[src/rtl/full_adder_pkg.sv]
`default_nettype none
// ============================================================================
// Module      : full_adder_pkg
// Description : Shared types and constants for the full-adder slice.
//               - fa_result_t   : packed {carry, sum} pair. Read as a 2-bit
//                                 value it equals a + b + carry_in.
//               - C_RESULT_ZERO : the reset value of the registered result.
// Revision    : 1.0 - initial release
// ============================================================================
package full_adder_pkg;

    typedef struct packed {
        logic carry;
        logic sum;
    } fa_result_t;

    localparam fa_result_t C_RESULT_ZERO = '{carry: 1'b0, sum: 1'b0};

endpackage : full_adder_pkg
`default_nettype wire

[src/rtl/full_adder_core.sv]
`default_nettype none
// ============================================================================
// Module      : full_adder_core
// Description : Purely combinational one-bit full adder.
// Ports       : a         (in)  addend bit
//               b         (in)  addend bit
//               carry_in  (in)  carry input
//               sum       (out) a ^ b ^ carry_in
//               carry_out (out) majority(a, b, carry_in)
// Revision    : 1.0 - initial release
// ============================================================================
module full_adder_core (
    input  logic a,
    input  logic b,
    input  logic carry_in,
    output logic sum,
    output logic carry_out
);

    // The half-sum is shared by both outputs. The carry uses the
    // generate/propagate form: generate is (a & b), and propagate
    // passes carry_in through whenever exactly one addend bit is set.
    logic w_half_sum;

    assign w_half_sum = a ^ b;
    assign sum        = w_half_sum ^ carry_in;
    assign carry_out  = (a & b) | (carry_in & w_half_sum);

endmodule : full_adder_core
`default_nettype wire

[src/rtl/full_adder.sv]
`default_nettype none
// ============================================================================
// Module      : full_adder
// Description : Full adder with a zero-latency combinational result, a
//               one-cycle registered result qualified by in_valid, and a
//               saturating count of accepted operations.
// Ports       : clk         (in)  clock; every register updates on its rising edge
//               rst_n       (in)  synchronous active-low reset
//               a, b        (in)  addend bits
//               carry_in    (in)  carry input
//               in_valid    (in)  qualifies a/b/carry_in for the registered path
//               sum         (out) combinational sum
//               carry_out   (out) combinational carry
//               sum_q       (out) registered sum
//               carry_out_q (out) registered carry
//               out_valid   (out) sum_q/carry_out_q were updated on the last edge
//               op_count    (out) accepted operations; saturates at all-ones
// Revision    : 1.0 - initial release
// ============================================================================
module full_adder
    import full_adder_pkg::*;
#(
    localparam int C_DEFAULT_CNT_W = 16,
    parameter  int CNT_W           = C_DEFAULT_CNT_W
) (
    input  logic             clk,
    input  logic             rst_n,
    input  logic             a,
    input  logic             b,
    input  logic             carry_in,
    input  logic             in_valid,
    output logic             sum,
    output logic             carry_out,
    output logic             sum_q,
    output logic             carry_out_q,
    output logic             out_valid,
    output logic [CNT_W-1:0] op_count
);

    localparam logic [CNT_W-1:0] C_CNT_ZERO = '0;
    localparam logic [CNT_W-1:0] C_CNT_ONE  = {{(CNT_W-1){1'b0}}, 1'b1};

    // ------------------------------------------------------------------
    // Combinational adder. It has no path from clk, rst_n or in_valid,
    // so sum and carry_out follow the inputs even while reset is held.
    // ------------------------------------------------------------------
    logic w_sum;
    logic w_carry;

    full_adder_core u_core (
        .a         (a),
        .b         (b),
        .carry_in  (carry_in),
        .sum       (w_sum),
        .carry_out (w_carry)
    );

    assign sum       = w_sum;
    assign carry_out = w_carry;

    // ------------------------------------------------------------------
    // Registered result path
    // ------------------------------------------------------------------
    fa_result_t r_res_q;
    fa_result_t w_res_d;
    logic       r_valid_q;
    logic       w_valid_d;

    // With in_valid low the previous result is held. out_valid drops, so
    // downstream logic can tell a held result from a new one.
    always_comb begin
        w_res_d   = r_res_q;
        w_valid_d = 1'b0;
        if (in_valid) begin
            w_res_d   = '{carry: w_carry, sum: w_sum};
            w_valid_d = 1'b1;
        end
    end

    // Reset has priority, so an operation presented in the reset cycle
    // is dropped.
    always_ff @(posedge clk) begin
        if (!rst_n) begin
            r_res_q   <= C_RESULT_ZERO;
            r_valid_q <= 1'b0;
        end else begin
            r_res_q   <= w_res_d;
            r_valid_q <= w_valid_d;
        end
    end

    assign sum_q       = r_res_q.sum;
    assign carry_out_q = r_res_q.carry;
    assign out_valid   = r_valid_q;

    // ------------------------------------------------------------------
    // Saturating operation counter
    // ------------------------------------------------------------------
    logic [CNT_W-1:0] r_count_q;
    logic [CNT_W-1:0] w_count_d;
    logic             w_count_full;

    // The counter stops at all-ones instead of wrapping, so a long stream
    // can never read back as a small count.
    assign w_count_full = &r_count_q;

    always_comb begin
        w_count_d = r_count_q;
        if (in_valid && !w_count_full) begin
            w_count_d = r_count_q + C_CNT_ONE;
        end
    end

    always_ff @(posedge clk) begin
        if (!rst_n) begin
            r_count_q <= C_CNT_ZERO;
        end else begin
            r_count_q <= w_count_d;
        end
    end

    assign op_count = r_count_q;

endmodule : full_adder
`default_nettype wire

[config.mk]
export PLATFORM = sky130hd
export DESIGN_NAME = full_adder
export DESIGN_NICKNAME = d
export VERILOG_FILES = /design/src/rtl/full_adder_pkg.sv /design/src/rtl/full_adder_core.sv /design/src/rtl/full_adder.sv
export SDC_FILE = /design/constraint.sdc
export NUM_CORES = 1
export LEC_CHECK = 0
export ABC_AREA = 1
export CORE_UTILIZATION = 35
export DETAILED_ROUTE_END_ITERATION = 7
export PLACE_DENSITY = 0.59
export SLEW_MARGIN = 25
export SYNTH_ARGS = -nofsm -noshare
export SYNTH_HDL_FRONTEND = slang
export SYNTH_SLANG_ARGS = --single-unit
[constraint.sdc]
create_clock -name clk -period 2.3 [get_ports clk]
set_clock_uncertainty 0.2 [all_clocks]
set_input_delay 0.345 -clock clk [delete_from_list [all_inputs] [get_ports clk]]
set_output_delay 0.345 -clock clk [all_outputs]
set_load 0.03 [all_outputs]
Word level (Yosys, flattened, before mapping)
Cells that the tools add are included.

Register bits after elaboration: 19. Input port bits: 6. Output and inout port bits: 21. Logic and storage cells: 14.

Add/subtract/negate cells: 1. Mux-type cells: 1. Bitwise logic cells: 5. Reductions and logical operators: 3.

Operator list (count): $add A16 B1 Y16 const B (1); $reduce_and A16 Y1 (1); $and A1 B1 Y1 (2); $xor A1 B1 Y1 (2); $logic_and A1 B1 Y1 (1); $logic_not A1 Y1 (1); $mux W1 (1); $or A1 B1 Y1 (1).

Logic depth before layout (Yosys ltp)
Depth in word-level cells: 3. Depth in mapped cells: 9. Gate-level depth less buffers: 9.

By module
Synthesis repeated with hierarchy kept, for this count alone.

Cells, all modules: 159. Area, all modules: 1078.5 um2.

Modules (own cells, without submodules): full_adder (times used 1, cells an instance 158, area an instance 1058.5 um2, sequential area each 380.4 um2); full_adder_core (times used 1, cells an instance 1, area an instance 20.0 um2, sequential area each 0.0 um2).

Least setup slack after synthesis
OpenSTA, ideal clock, no wires.

Kind: reg-to-reg. Start point: register r_count_q[0], in the netlist op_count[0]. End point: register r_count_q[10], in the netlist op_count[10]. Arrival time: 1459 ps. Slack: 525 ps. Stages on the path, launching flop included: 8. Path buffers: 1. Period minus slack after synthesis: 1775 ps. Cell sequence: dfxtp_1 -> ha_1 -> inv_1 -> nor2_2 -> nand4_4 -> buf_6 -> a21oi_1 -> nor2_1.

Word-level cells in the longest chain between the ends: 3.

RTL lines: start, declared (RTL line full_adder.sv:99) `logic [CNT_W-1:0] r_count_q;`; start signal, assigned (RTL line full_adder.sv:118) `r_count_q <= w_count_d;`; parallel branches: the longest is 3 deep, another holds $add A16 B1 Y16.

Several ways; the timed one is not identified. A chain may end at the register's enable or synchronous reset.

Worst setup path in the final report
Start point: input port a. End point: output port carry_out.

Word-level cells in the longest chain between the ends: 3.

RTL lines: start, declared (RTL line full_adder.sv:28) `input logic a,`; $xor A1 B1 Y1 (RTL line full_adder_core.sv:25) `assign w_half_sum = a ^ b;`; $and A1 B1 Y1 (RTL line full_adder_core.sv:27) `assign carry_out = (a & b) | (carry_in & w_half_sum);`; $or A1 B1 Y1 * (RTL line full_adder_core.sv:27); end, declared (RTL line full_adder.sv:33) `output logic carry_out,`.

Every way passes the cells marked *; elsewhere a longest branch is shown, timed or not.

==> run summary <==
status - finished with violations
failing checks - design-rule violations
most frequent cells in the layout - 48 x nand2_1, 44 x nor2_1, 24 x clkdlybuf4s50_1
worst reg2reg endpoint - op_count[15]
final net count - 205
CORE AREA - 0.00281 mm²
hold depth - 2
Max Cap Viol - 0
critical path's top delay family - buffers and inverters
Synth area leader - dfxtp_1
CTS Root Cell - clkbuf_4
Final Hold Vio Count - 0
total wire length - 2480 µm
IO Port Bufs - 26
Yosys warnings - 0
vias in the first global route - 1000
die height - 57.1 µm
Sink Count - 19
fin crit share - 0.925
largest net degree at the start of global routing - 20
type of origin of the critical path - input pin
Static Leak - 0.553 nW
Residual DRC - 3
Synth area leaders - dfxtp_1 36%, nand2_1 17%, nor2_1 16%, inv_1 5.7%, nand3_1 5.2%
die width - 57.1 µm
DIE AREA - 0.00326 mm²
Worst EP arrival - 1.58 ns
RSZ-0062 raised after global routing - false
H-tree depth - 1
Syn Nets - 175
Hold Startpoint - carry_out_q
critical path class - in2out
Max Fclk - 0.470 GHz
Routed Antenna Nets - 0
setup ws final - 0.173 ns
worst endpoint required time - 1.75 ns
Cell variety after synth - 18
TritonCTS clock tree - built
worst vdd ir - 0.000228 V
Post-Syn Area per Cell - 6.35 µm²
clk_lat worst skew - 0.30 ns
share of the synthesized area in the top cell type - 0.358
CP max-delay cell - fa_1
Crit path largest cell delay - 0.44 ns
placed wire-length estimate - 1910 µm
Tmin final - 2.13 ns
Total GRT Usage - 0.164
sequential area share after synthesis - 0.358
Area growth syn-to-layout - 29.8%
Setup WS pre-CTS - -0.0800 ns
CP Buf/Inv Count - 2
FF-to-FF path depth - 6
Slew HR - 0.755
Crit. End Element - primary output
starting DRC count in detailed routing - 42
R2R setup slack - 0.62 ns
crit-path cells - clkdlybuf4s50_1, fa_1, dlygate4sd2_1
WL per Instance - 10.9 µm
Placer Congestion - 0.811
Pre-antenna DRT Iters - 6
hold crit path type - reg2reg
# setup viols final - 0
commonest non-fill, non-tap cell in the layout - nand2_1
Vias - 1108
flops & latches, synth - 19
Mapped Cells - 167
Reg clk slew, reported paths - 0.11 ns
CTS max path bufs - 2
hold endpoint - carry_out_q
first-pass GRT wire length - 4200 µm
actual slew at the worst max-slew pin - 0.367 ns
RR Startpoint - op_count[0]
Final TNS setup - 0 ns
CTS Buf Count - 3
share of post-route cells with drive strength above 1 - 0.0816
Synth Cell Area - 0.00106 mm²
antenna violations before repair - 0
num rows - 19
Antenna diodes - 0
Max FO, Critical Path - 2
Final Slew Violations - 0
# IOs - 27
total gr overflow - 0
vias per inst - 4.88
power density cells - 437 mW/mm²
initial core utilization - 0.378
## metrics by stage
| step | util | hold slack, ns | area [µm²] | cells | power [mW] |
|---|---|---|---|---|---|
| floorplan | - | 0.238 | 1060 | 167 | 0.401 |
| global placement | 0.482 | 0.287 | 1350 | 223 | 0.437 |
| finish | 0.491 | 0.319 | 1380 | 227 | 0.602 |
| CTS | 0.491 | 0.331 | 1380 | 227 | 0.617 |
| detailed placement | 0.482 | 0.297 | 1350 | 223 | 0.439 |
| global route | 0.491 | 0.371 | 1380 | 227 | 0.635 |
## cell type report
cell class	count	area, µm²
clock buffers	3	22.5
clock inverters	1	5.00
fillers	292	1430
inverters	16	60.1
multi-input cells	129	599
flip-flops and latches	19	380
well taps	31	38.8
repair buffers	28	272
## synth_stat cells
cell type  number
nand2_1        48
nor2_1         44
dfxtp_1        19
inv_1          16
nand3_1        11
a21oi_1         9
nor2_4          3
nor3_1          3
buf_2           2
nand2_2         2
nor2_2          2
o21ai_0         2
buf_6           1
fa_1            1
ha_1            1
nand3_2         1
nand4_1         1
nand4_4         1
## power breakdown
group	switching (mW)	leakage, nW	internal [mW]
clock	0.107	0.0177	0.0649
sequential	0.00511	0.154	0.336
combinational	0.0512	0.381	0.0374
total	0.163	0.553	0.438
## layer usage
metal / part of all wire / vias to the layer above / track usage / routed length, µm
met5: 0 / - / 0 / 0
met3: 0.057 / 4 / 0.0385 / 142
li1: - / 576 / - / -
met2: 0.48 / 24 / 0.296 / 1180
met1: 0.45 / 504 / 0.187 / 1120
met4: 0.013 / 0 / 0.0627 / 31
## worst max-delay path by stage
stage	end	from	cells past startpoint	slack [ns]
floorplan	op_count[10]	op_count[0]	7	0.52
global placement	carry_out	a	3	-0.06
detailed placement	carry_out	a	3	-0.08
CTS	carry_out	a	3	0.16
global route	carry_out	a	3	0.14
finish	carry_out	a	3	0.17
## tightest hold or removal path, stage by stage, from the launching register on
cell and delay (ns):
dfxtp_1 0.35, o21ai_0 0.07, nor2_1 0.07
## state kept, by name (all words and copies together), names as in the netlist
register and cells:
carry_out_q 1, op_count 16, out_valid 1, sum_q 1
## cells by family after synthesis
family | after synthesis | synth area share
and+or+nand+nor | 116 | 0.482
adders and majority gates | 2 | 0.0307
buffers and inverters | 19 | 0.0767
DFF | 19 | 0.358
AOI/OAI and AO/OA | 11 | 0.0519
## timing repair
action / 4_1_cts / 5_1_grt
setup endpoints to repair: 1 / 0
buffers inserted: 0 / 0
gates resized for setup: 1 / 0
hold buffers: 0 / 0
(Power assumes the default switching activity.)
